**config.mk**
```make
export PLATFORM = sky130hd
export DESIGN_NAME = led_rotate_ctrl_flat
export DESIGN_NICKNAME = d
export VERILOG_FILES = /design/src/rtl/led_rotate_ctrl_if.sv /design/src/rtl/led_rotate_ctrl.sv /design/src/flat_wrapper.sv
export SDC_FILE = /design/constraint.sdc
export NUM_CORES = 1
export LEC_CHECK = 0
export ABC_AREA = 1
export CAP_MARGIN = 20
export CORE_MARGIN = 2
export CORE_UTILIZATION = 50
export CTS_BUF_LIST = sky130_fd_sc_hd__clkbuf_2 sky130_fd_sc_hd__clkbuf_4 sky130_fd_sc_hd__clkbuf_8
export DETAILED_ROUTE_END_ITERATION = 8
export PLACE_DENSITY = 0.86
export SLEW_MARGIN = 10
export SYNTH_ARGS = -nofsm -noshare
export SYNTH_HDL_FRONTEND = slang
export SYNTH_SLANG_ARGS = --single-unit
export TNS_END_PERCENT = 1
```
**constraint.sdc**
```tcl
create_clock -name clk -period 1.5 [get_ports clk]
set_input_delay 0.225 -clock clk [delete_from_list [all_inputs] [get_ports clk]]
set_output_delay 0.225 -clock clk [all_outputs]
set_load 0.005 [all_outputs]
```
**src/rtl/led_rotate_ctrl_if.sv**
```systemverilog
// Command channel for the LED rotation sequencer.
// Master drives valid/payload, slave returns cmd_ready.
interface led_rotate_ctrl_if #(
    parameter int WIDTH = 12,
    parameter int DIV_W = 16
);
    logic             cmd_valid;
    logic             cmd_ready;
    logic [WIDTH-1:0] cmd_pattern;
    logic             cmd_dir;
    logic             cmd_mode;
    logic [3:0]       cmd_steps;
    logic [DIV_W-1:0] cmd_div;

    modport master (
        output cmd_valid,
        output cmd_pattern,
        output cmd_dir,
        output cmd_mode,
        output cmd_steps,
        output cmd_div,
        input  cmd_ready
    );

    modport slave (
        input  cmd_valid,
        input  cmd_pattern,
        input  cmd_dir,
        input  cmd_mode,
        input  cmd_steps,
        input  cmd_div,
        output cmd_ready
    );
endinterface

```
**src/rtl/led_rotate_ctrl.sv**
```systemverilog
// Command-driven LED rotator: loads a pattern, then rotates it left/right
// or bounces at a programmable step rate, with pause and abort.
// Ports: clk, rst (sync, active-high), cmd (command channel, slave side),
//   pause, abort in; led, busy, step_pulse, done out (all registered).
module led_rotate_ctrl #(
    parameter int               WIDTH        = 12,
    parameter logic [WIDTH-1:0] BASE_PATTERN = 12'b000011101101,
    parameter int               DIV_W        = 16
) (
    input  logic              clk,
    input  logic              rst,
    led_rotate_ctrl_if.slave  cmd,
    input  logic              pause,
    input  logic              abort,
    output logic [WIDTH-1:0]  led,
    output logic              busy,
    output logic              step_pulse,
    output logic              done
);
    localparam logic [0:0] IDLE = 1'b0;
    localparam logic [0:0] RUN  = 1'b1;

    logic [0:0]       state_q, state_d;
    logic [WIDTH-1:0] led_q, led_d;
    logic             ready_q, ready_d;
    logic             busy_q, busy_d;
    logic             step_q, step_d;
    logic             done_q, done_d;
    logic [DIV_W-1:0] pre_q, pre_d;
    logic [3:0]       cnt_q, cnt_d;
    logic             dir_q, dir_d;
    logic             mode_q, mode_d;
    logic [3:0]       steps_q, steps_d;
    logic [DIV_W-1:0] div_q, div_d;

    logic [3:0]       cnt_inc;
    logic [3:0]       leg_len;
    logic [WIDTH-1:0] led_rot;

    assign cnt_inc = cnt_q + 4'd1;
    // A bounce leg of zero steps would never turn around, so it counts as one.
    assign leg_len = (steps_q == 4'd0) ? 4'd1 : steps_q;
    assign led_rot = dir_q ? {led_q[0], led_q[WIDTH-1:1]}
                           : {led_q[WIDTH-2:0], led_q[WIDTH-1]};

    always_comb begin
        state_d = state_q;
        led_d   = led_q;
        ready_d = ready_q;
        busy_d  = busy_q;
        step_d  = 1'b0;
        done_d  = 1'b0;
        pre_d   = pre_q;
        cnt_d   = cnt_q;
        dir_d   = dir_q;
        mode_d  = mode_q;
        steps_d = steps_q;
        div_d   = div_q;
        if (state_q == IDLE) begin
            ready_d = 1'b1;
            busy_d  = 1'b0;
            if (cmd.cmd_valid && ready_q) begin
                dir_d   = cmd.cmd_dir;
                mode_d  = cmd.cmd_mode;
                steps_d = cmd.cmd_steps;
                div_d   = cmd.cmd_div;
                led_d   = cmd.cmd_pattern;
                pre_d   = '0;
                cnt_d   = '0;
                state_d = RUN;
                ready_d = 1'b0;
                busy_d  = 1'b1;
            end
        end else if (abort) begin
            state_d = IDLE;
            ready_d = 1'b1;
            busy_d  = 1'b0;
        end else if (!pause) begin
            if (pre_q == div_q) begin
                step_d = 1'b1;
                pre_d  = '0;
                cnt_d  = cnt_inc;
                led_d  = led_rot;
                if (mode_q) begin
                    if (cnt_inc == leg_len) begin
                        cnt_d = '0;
                        dir_d = ~dir_q;
                    end
                end else if (steps_q != 4'd0 && cnt_inc == steps_q) begin
                    state_d = IDLE;
                    done_d  = 1'b1;
                    busy_d  = 1'b0;
                    ready_d = 1'b1;
                end
            end else begin
                pre_d = pre_q + 1'b1;
            end
        end
    end

    always_ff @(posedge clk) begin
        if (rst) begin
            state_q <= IDLE;
            led_q   <= BASE_PATTERN;
            ready_q <= 1'b1;
            busy_q  <= 1'b0;
            step_q  <= 1'b0;
            done_q  <= 1'b0;
            pre_q   <= '0;
            cnt_q   <= '0;
            dir_q   <= 1'b0;
            mode_q  <= 1'b0;
            steps_q <= '0;
            div_q   <= '0;
        end else begin
            state_q <= state_d;
            led_q   <= led_d;
            ready_q <= ready_d;
            busy_q  <= busy_d;
            step_q  <= step_d;
            done_q  <= done_d;
            pre_q   <= pre_d;
            cnt_q   <= cnt_d;
            dir_q   <= dir_d;
            mode_q  <= mode_d;
            steps_q <= steps_d;
            div_q   <= div_d;
        end
    end

    assign cmd.cmd_ready = ready_q;
    assign led           = led_q;
    assign busy          = busy_q;
    assign step_pulse    = step_q;
    assign done          = done_q;
endmodule

```
**src/flat_wrapper.sv**
```systemverilog
// flat-port wrapper written by rule: the top's interface ports become plain ports
module led_rotate_ctrl_flat 
#(
    parameter int               WIDTH        = 12,
    parameter logic [WIDTH-1:0] BASE_PATTERN = 12'b000011101101,
    parameter int               DIV_W        = 16
)
  (clk, rst, pause, abort, led, busy, step_pulse, done, cmd_cmd_valid, cmd_cmd_pattern, cmd_cmd_dir, cmd_cmd_mode, cmd_cmd_steps, cmd_cmd_div, cmd_cmd_ready);
  led_rotate_ctrl_if #(.WIDTH(WIDTH), .DIV_W(DIV_W)) cmd_i ();
  input  logic clk;
  input  logic rst;
  input  logic pause;
  input  logic abort;
  output logic [WIDTH-1:0] led;
  output logic busy;
  output logic step_pulse;
  output logic done;
  input wire logic [$bits(cmd_i.cmd_valid)-1:0] cmd_cmd_valid;
  input wire logic [$bits(cmd_i.cmd_pattern)-1:0] cmd_cmd_pattern;
  input wire logic [$bits(cmd_i.cmd_dir)-1:0] cmd_cmd_dir;
  input wire logic [$bits(cmd_i.cmd_mode)-1:0] cmd_cmd_mode;
  input wire logic [$bits(cmd_i.cmd_steps)-1:0] cmd_cmd_steps;
  input wire logic [$bits(cmd_i.cmd_div)-1:0] cmd_cmd_div;
  output wire logic [$bits(cmd_i.cmd_ready)-1:0] cmd_cmd_ready;
  assign cmd_i.cmd_valid = cmd_cmd_valid;
  assign cmd_i.cmd_pattern = cmd_cmd_pattern;
  assign cmd_i.cmd_dir = cmd_cmd_dir;
  assign cmd_i.cmd_mode = cmd_cmd_mode;
  assign cmd_i.cmd_steps = cmd_cmd_steps;
  assign cmd_i.cmd_div = cmd_cmd_div;
  assign cmd_cmd_ready = cmd_i.cmd_ready;
  led_rotate_ctrl #(.WIDTH(WIDTH), .BASE_PATTERN(BASE_PATTERN), .DIV_W(DIV_W)) u_core (.clk(clk), .rst(rst), .cmd(cmd_i), .pause(pause), .abort(abort), .led(led), .busy(busy), .step_pulse(step_pulse), .done(done));
endmodule
```
# ---- Yosys cells after proc, flatten, opt, wreduce, memory -nomap -nowiden
# Cells that the tools add are included.
dict set report op_classes {
  shift 0
  order_cmp 0
  n_eq_ne 12
  div 0
  bitwise 3
  add_sub_neg 2
  multipliers 0
  muxes 48
  reduce_logical 12
}
# cell n
set ops {}
lappend ops {{2-to-1 mux 16 bit} 5}
lappend ops {{2-to-1 mux 12 bit} 6}
lappend ops {{2-to-1 mux 4 bit} 8}
lappend ops {{2-to-1 mux 1 bit} 29}
lappend ops {{adder 16 x 1 -> 16 bit, second input constant} 1}
lappend ops {{== test 16 bit} 1}
lappend ops {{inequality test 3 bit, second input constant} 4}
lappend ops {{inequality test 2 bit, second input constant} 5}
lappend ops {{== test 4 bit} 2}
lappend ops {{AND reduction 4 bit} 2}
lappend ops {{AND reduction 6 bit} 1}
lappend ops {{OR reduction 6 bit} 1}
lappend ops {{adder 4 x 1 -> 4 bit, second input constant} 1}
lappend ops {{logical NOT 4 bit} 1}
lappend ops {{nonzero test 4 bit} 1}
lappend ops {{OR reduction 4 bit} 1}
lappend ops {{NOT 1 bit} 3}
lappend ops {{AND reduction 3 bit} 1}
lappend ops {{logical AND 1 bit} 2}
lappend ops {{AND reduction 2 bit} 1}
lappend ops {{nonzero test 2 bit} 1}
dict set report word_totals {
  elab_cells 89
  register_bits 59
  memories 0
  latch_bits 0
  rom_bits 0
  inputBits 39
  ramBits 0
}

# ---- Longest topological paths before layout
dict set report logic_depth {
  word_depth 9
  depth_mapped 14
  ltp_nobuf 14
}

# ---- Worst setup path after synthesis
# OpenSTA, ideal clock, no wires.
dict set report synth_timing {
  path_kind {flip-flop to flip-flop}
  start {register u_core.cnt_q[0]}
  end {register u_core.cnt_q[1]}
  path_stages_with_launch 13
  required_ps 1441
  slack_ps 6
  path_buffers 0
  arrival_ps 1435
  path_cell_list {dfxtp_1 ha_1 nand2_1 nand2_1 nand3_1 nand2_1 nand2_1 nor2_1 nor2_1 nand2_1 nor2_2 nand2_1 nand2_1}
}
dict set report synth_between {
  elab_chain_len 8
}
# item line_no
set synth_rtl {}
lappend synth_rtl {{start, declared} led_rotate_ctrl.sv:30} ;# logic [3:0] cnt_q, cnt_d;
lappend synth_rtl {{start signal, assigned} led_rotate_ctrl.sv:123} ;# cnt_q <= cnt_d;
lappend synth_rtl {{adder 4 x 1 -> 4 bit (*)} led_rotate_ctrl.sv:40} ;# assign cnt_inc = cnt_q + 4'd1;
lappend synth_rtl {{== test 4 bit} led_rotate_ctrl.sv:85} ;# if (cnt_inc == leg_len) begin
lappend synth_rtl {{2-to-1 mux 4 bit} led_rotate_ctrl.sv:85}
lappend synth_rtl {{2-to-1 mux 4 bit (*)} led_rotate_ctrl.sv:84} ;# if (mode_q) begin
lappend synth_rtl {{2-to-1 mux 4 bit (*)} led_rotate_ctrl.sv:79} ;# if (pre_q == div_q) begin
lappend synth_rtl {{2-to-1 mux 4 bit (*)} led_rotate_ctrl.sv:78} ;# end else if (!pause) begin
lappend synth_rtl {{2-to-1 mux 4 bit (*)} led_rotate_ctrl.sv:74} ;# end else if (abort) begin
lappend synth_rtl {{2-to-1 mux 4 bit (*)} led_rotate_ctrl.sv:59} ;# if (state_q == IDLE) begin
# Every way passes the cells marked *; elsewhere a longest branch is shown, timed or not. The select of a mux whose other input is x is not followed.
# A chain may end at the register's enable or synchronous reset.

# ---- Final worst setup path
dict set report layout_timing {
  start {register u_core.pre_q[4]}
  end {register u_core.cnt_q[1]}
}
dict set report layout_between {
  elab_chain_len 3
}
# item line_no
set layout_rtl {}
lappend layout_rtl {{start, declared} led_rotate_ctrl.sv:29} ;# logic [DIV_W-1:0] pre_q, pre_d;
lappend layout_rtl {{start signal, assigned} led_rotate_ctrl.sv:122} ;# pre_q <= pre_d;
lappend layout_rtl {{== test 16 bit} led_rotate_ctrl.sv:79}
lappend layout_rtl {{inequality test 2 bit (no line)} n/a}
lappend layout_rtl {{AND reduction 4 bit (no line)} n/a}
# No other way between the ends.

==> impl_metrics.toml <==
[synthesis]
postSynthRegisterBits = 59
syn-cell-area_sq_mm = 0.00320
synth_compound_gate_area_share_pct = 13.9
xor_and_xnor_fraction_of_the_mapped_netlist_area_pct = 1.64
multiplexer_area_fraction_after_synthesis_pct = 0
yosys_warnings = 0
synth_area_leader_cell = "dfxtp_1"
dominant_combinational_cell_family_by_area_after_synthesis = "simple AND/OR/NAND/NOR gates"
syn_avg_cell_area_sq_um = 6.34
ys_types = 31
postSynthCellCount = 505
adder_cell_share_of_the_synthesized_area_pct = 0.782
ys_seq_area_share_pct = 36.9
ys_top_cells_by_area = "dfxtp_1, nand2_1, o21ai_0"
synth_top_area_share_pct = 36.9
yosys.area_share.simple_pct = 35.9
synthesis.nets = 546

[setup_path]
setup.worst_path.start = "u_core.pre_q[4]"
criticalPathCategory = "reg2reg"
critical_path.endpoint = "u_core.cnt_q[1]"
critical_path_peak_fanout = 6
worstRegToRegCells = 12
kind_of_end_point_of_the_critical_path = "register"
crit-reg2reg-launch = "u_core.pre_q[4]"
crit_path_cell_trace = "inv_2, nand2_2, nand2_2, nor2_2, nand2_2, nor2_2, nand2_2, nand2_4, nand2_4, nor2_4, nand2_1, nand2_1"
worstSetupStartpointType = "register"
r2r_slack_ns = -0.16
worstPathArrival_ns = 1.94
largest_incremental_delay_on_the_critical_path_ns = 0.38
crit_path_frequent_cell = "nand2_2"
required_ns = 1.77
timing.critical_path.slowest_stage_cell = "dfxtp_4"
crit-reg2reg-capture = "u_core.cnt_q[1]"

[floorplanning]
floorplan.rows = 29
dieHeight_um = 84.0
num_io_pins = 55
die-area_sq_mm = 0.00706
design.core.area_sq_mm = 0.00628
initial_utilization_pct = 51.0
die-width_um = 84.0

[worst_hold_path]
hp-class = "reg2reg"

[placement]
place_hpwl_um = 6120
globalplace.congestion = 0.877
port_buffers = 54
place.detailed.instances = 665
placement.cell_area_sq_mm = 0.00410

[routing]
post-route-drc-count = 0
vias = 3684
detail_route.wl_per_cell_um = 13.8
drt_pass1_iterations = 4
via_per_inst = 5.39
drt_iter0_markers = 254
detail-route-antenna-nets = 0
route.final.wire_length_um = 9420

[cts]
clk_latency_ns = 0.34
numCtsBuffers = 9
numClockSinks = 59
clockRootBuffer = "clkbuf_8"
postCtsHoldBufs = 0
worst_path_clk_slew_ns = 0.07
cts-root-to-sink-buffers = 2
tritoncts = "yes"
htree_levels = 3

[timing]
fmaxAchievable_mhz = 602
final-hold-violation-count = 0
grt_setup_unrepaired = "true"
finalWorstPathRequiredPeriod_ns = 1.66
final_critical_path_setup_slack_ns = -0.162
fin_setup_tns_ns = -3.30
timing_worst_slew_pin_value_ns = 0.356
min_period_over_period_pct = 111
hold-worst-slack_ns = 0.460
slew_violations = 0
timing.clock.skew_ns = 0.0103
finalSetupViolCount = 33
timing.slew.headroom_pct = 76.2

[flow_run]
max-cap-violations = 0

[layout]
final_cells = 683
fillcell_total = 438
finish.instance_area_sq_mm = 0.00458
flow.area_growth_from_synthesis_pct = 43.1
antenna_diodes = 0
layout.cells.most_common = "nand2_1"
final_cell_mix = "nand2_1, clkdlybuf4s50_1, o21ai_0, inv_1, buf_4"
num-nets-final = 644
drive_above_1_share_pct = 28.1

[power]
worst_ir_drop_vdd_uv = 715
power.density_cell_area_mw_per_mm2 = 938
switchingPower_mw = 1.28
power_total_mw = 4.30
clock_power_share_pct = 34.8
pwr-share-comb_pct = 23.7
sw_frac_of_total_pct = 29.7
power_report.internal_total_mw = 3.02
cellLeakagePower_nw = 1.94
sequentialPowerShare_pct = 41.5

[outcome]
outcome = "finished with violations"
violations = "negative setup slack"

[grt]
globalRoute.totalOverflow = 0
wire_length_of_the_first_global_routing_pass_um = 14800
first_global_vias = 3335
grtUsageTotal_pct = 25.7
antenna_found_initial = 0
grt_max_degree = 45
cell usage after synthesis, drive strengths merged:
cell      n
dfxtp    59
nand3    23
inv      66
nand4     5
a21oi    29
nand3b    1
nand2   162
nor2     64
nor4      2
buf       9
clkinv    1
a31oi     1
xor2      6
nor3      8
ha        2
nor3b     1
clkbuf    7
o22ai     1
o21ai    56
a21boi    1
and3b     1
what timing repair did:
action	4_1_cts	5_1_grt
buffers inserted	0	3
pin swaps	13	30
setup endpoints to repair	39	51
gates resized for setup	34	72
cloned	0	1
registers in the layout, summed over array words and instances (netlist names):
signal,cells
u_core.steps_q,4
u_core.done,1
u_core.busy,1
u_core.div_q,16
u_core.pre_q,16
u_core.cnt_q,4
u_core.state_q,1
u_core.led,12
u_core.cmd.cmd_ready,1
u_core.dir_q,1
u_core.mode_q,1
u_core.step_pulse,1
logic make-up (layout without fill, tap and decap cells):
kind of cell             count (synthesis)  after routing
AO/OA/AOI/OAI                           88             88
buffers and inverters                   83            183
flip-flops                              59             59
adder cells (fa/ha/maj)                  2              2
XOR/XNOR                                 6              6
AND/OR/NAND/NOR                        267            268
routing by layer:
layer	share of wire [%]	global-route usage (%)	vias up
li1	-	-	1789
met1	39	29.2	1703
met2	51	44.7	156
met3	6.7	6.53	36
met4	3.5	12.5	0
met5	0	0	-
power by group through the flow:
stage / Clock [mW] / Sequential (mW) / Combinational [mW]
global placement: 0 / 1.80 / 0.835
global route: 1.58 / 1.79 / 1.13
floorplan: 0 / 1.78 / 0.514
detailed placement: 0 / 1.80 / 0.868
CTS: 1.51 / 1.77 / 0.907
finish: 1.50 / 1.78 / 1.02
cell type report:
| type | instances | area (sq um) | share of cell area [%] |
|---|---|---|---|
| clock inverters | 2 | 35.0 | 0.765 |
| well taps | 77 | 96.3 | 2.10 |
| multi-input cells | 364 | 1880 | 40.9 |
| flip-flops and latches | 59 | 1230 | 26.8 |
| clock buffers | 12 | 165 | 3.61 |
| repair buffers | 102 | 917 | 20.0 |
| inverters | 67 | 264 | 5.76 |
through the flow:
step           setup WS [ns]  utilization, %
5_1_grt               -0.304            73.0
6_report              -0.162            73.0
3_3_place_gp          -0.150            65.3
4_1_cts               -0.128            69.9
2_1_floorplan        0.00649               -
3_5_place_dp          -0.304            65.3
how the worst min path moves through the flow:
| stage | start | to | slack (ns) | cells after the start |
|---|---|---|---|---|
| global placement | u_core.div_q[11] | u_core.div_q[11] | 0.45 | 2 |
| detailed placement | u_core.div_q[11] | u_core.div_q[11] | 0.46 | 2 |
| global route | u_core.div_q[15] | u_core.div_q[15] | 0.49 | 2 |
| floorplan | rst | u_core.busy | 0.29 | 1 |
| CTS | u_core.div_q[11] | u_core.div_q[11] | 0.47 | 2 |
| finish | u_core.div_q[3] | u_core.div_q[3] | 0.46 | 2 |
worst max-delay path, delay by kind of cell, from the launching register on:
kind / cells / cell delay [ns]
flops: 1 / 0.38
simple gates: 11 / 1.15
buf+inv: 1 / 0.05
Power figures use the tool's default switching activity.
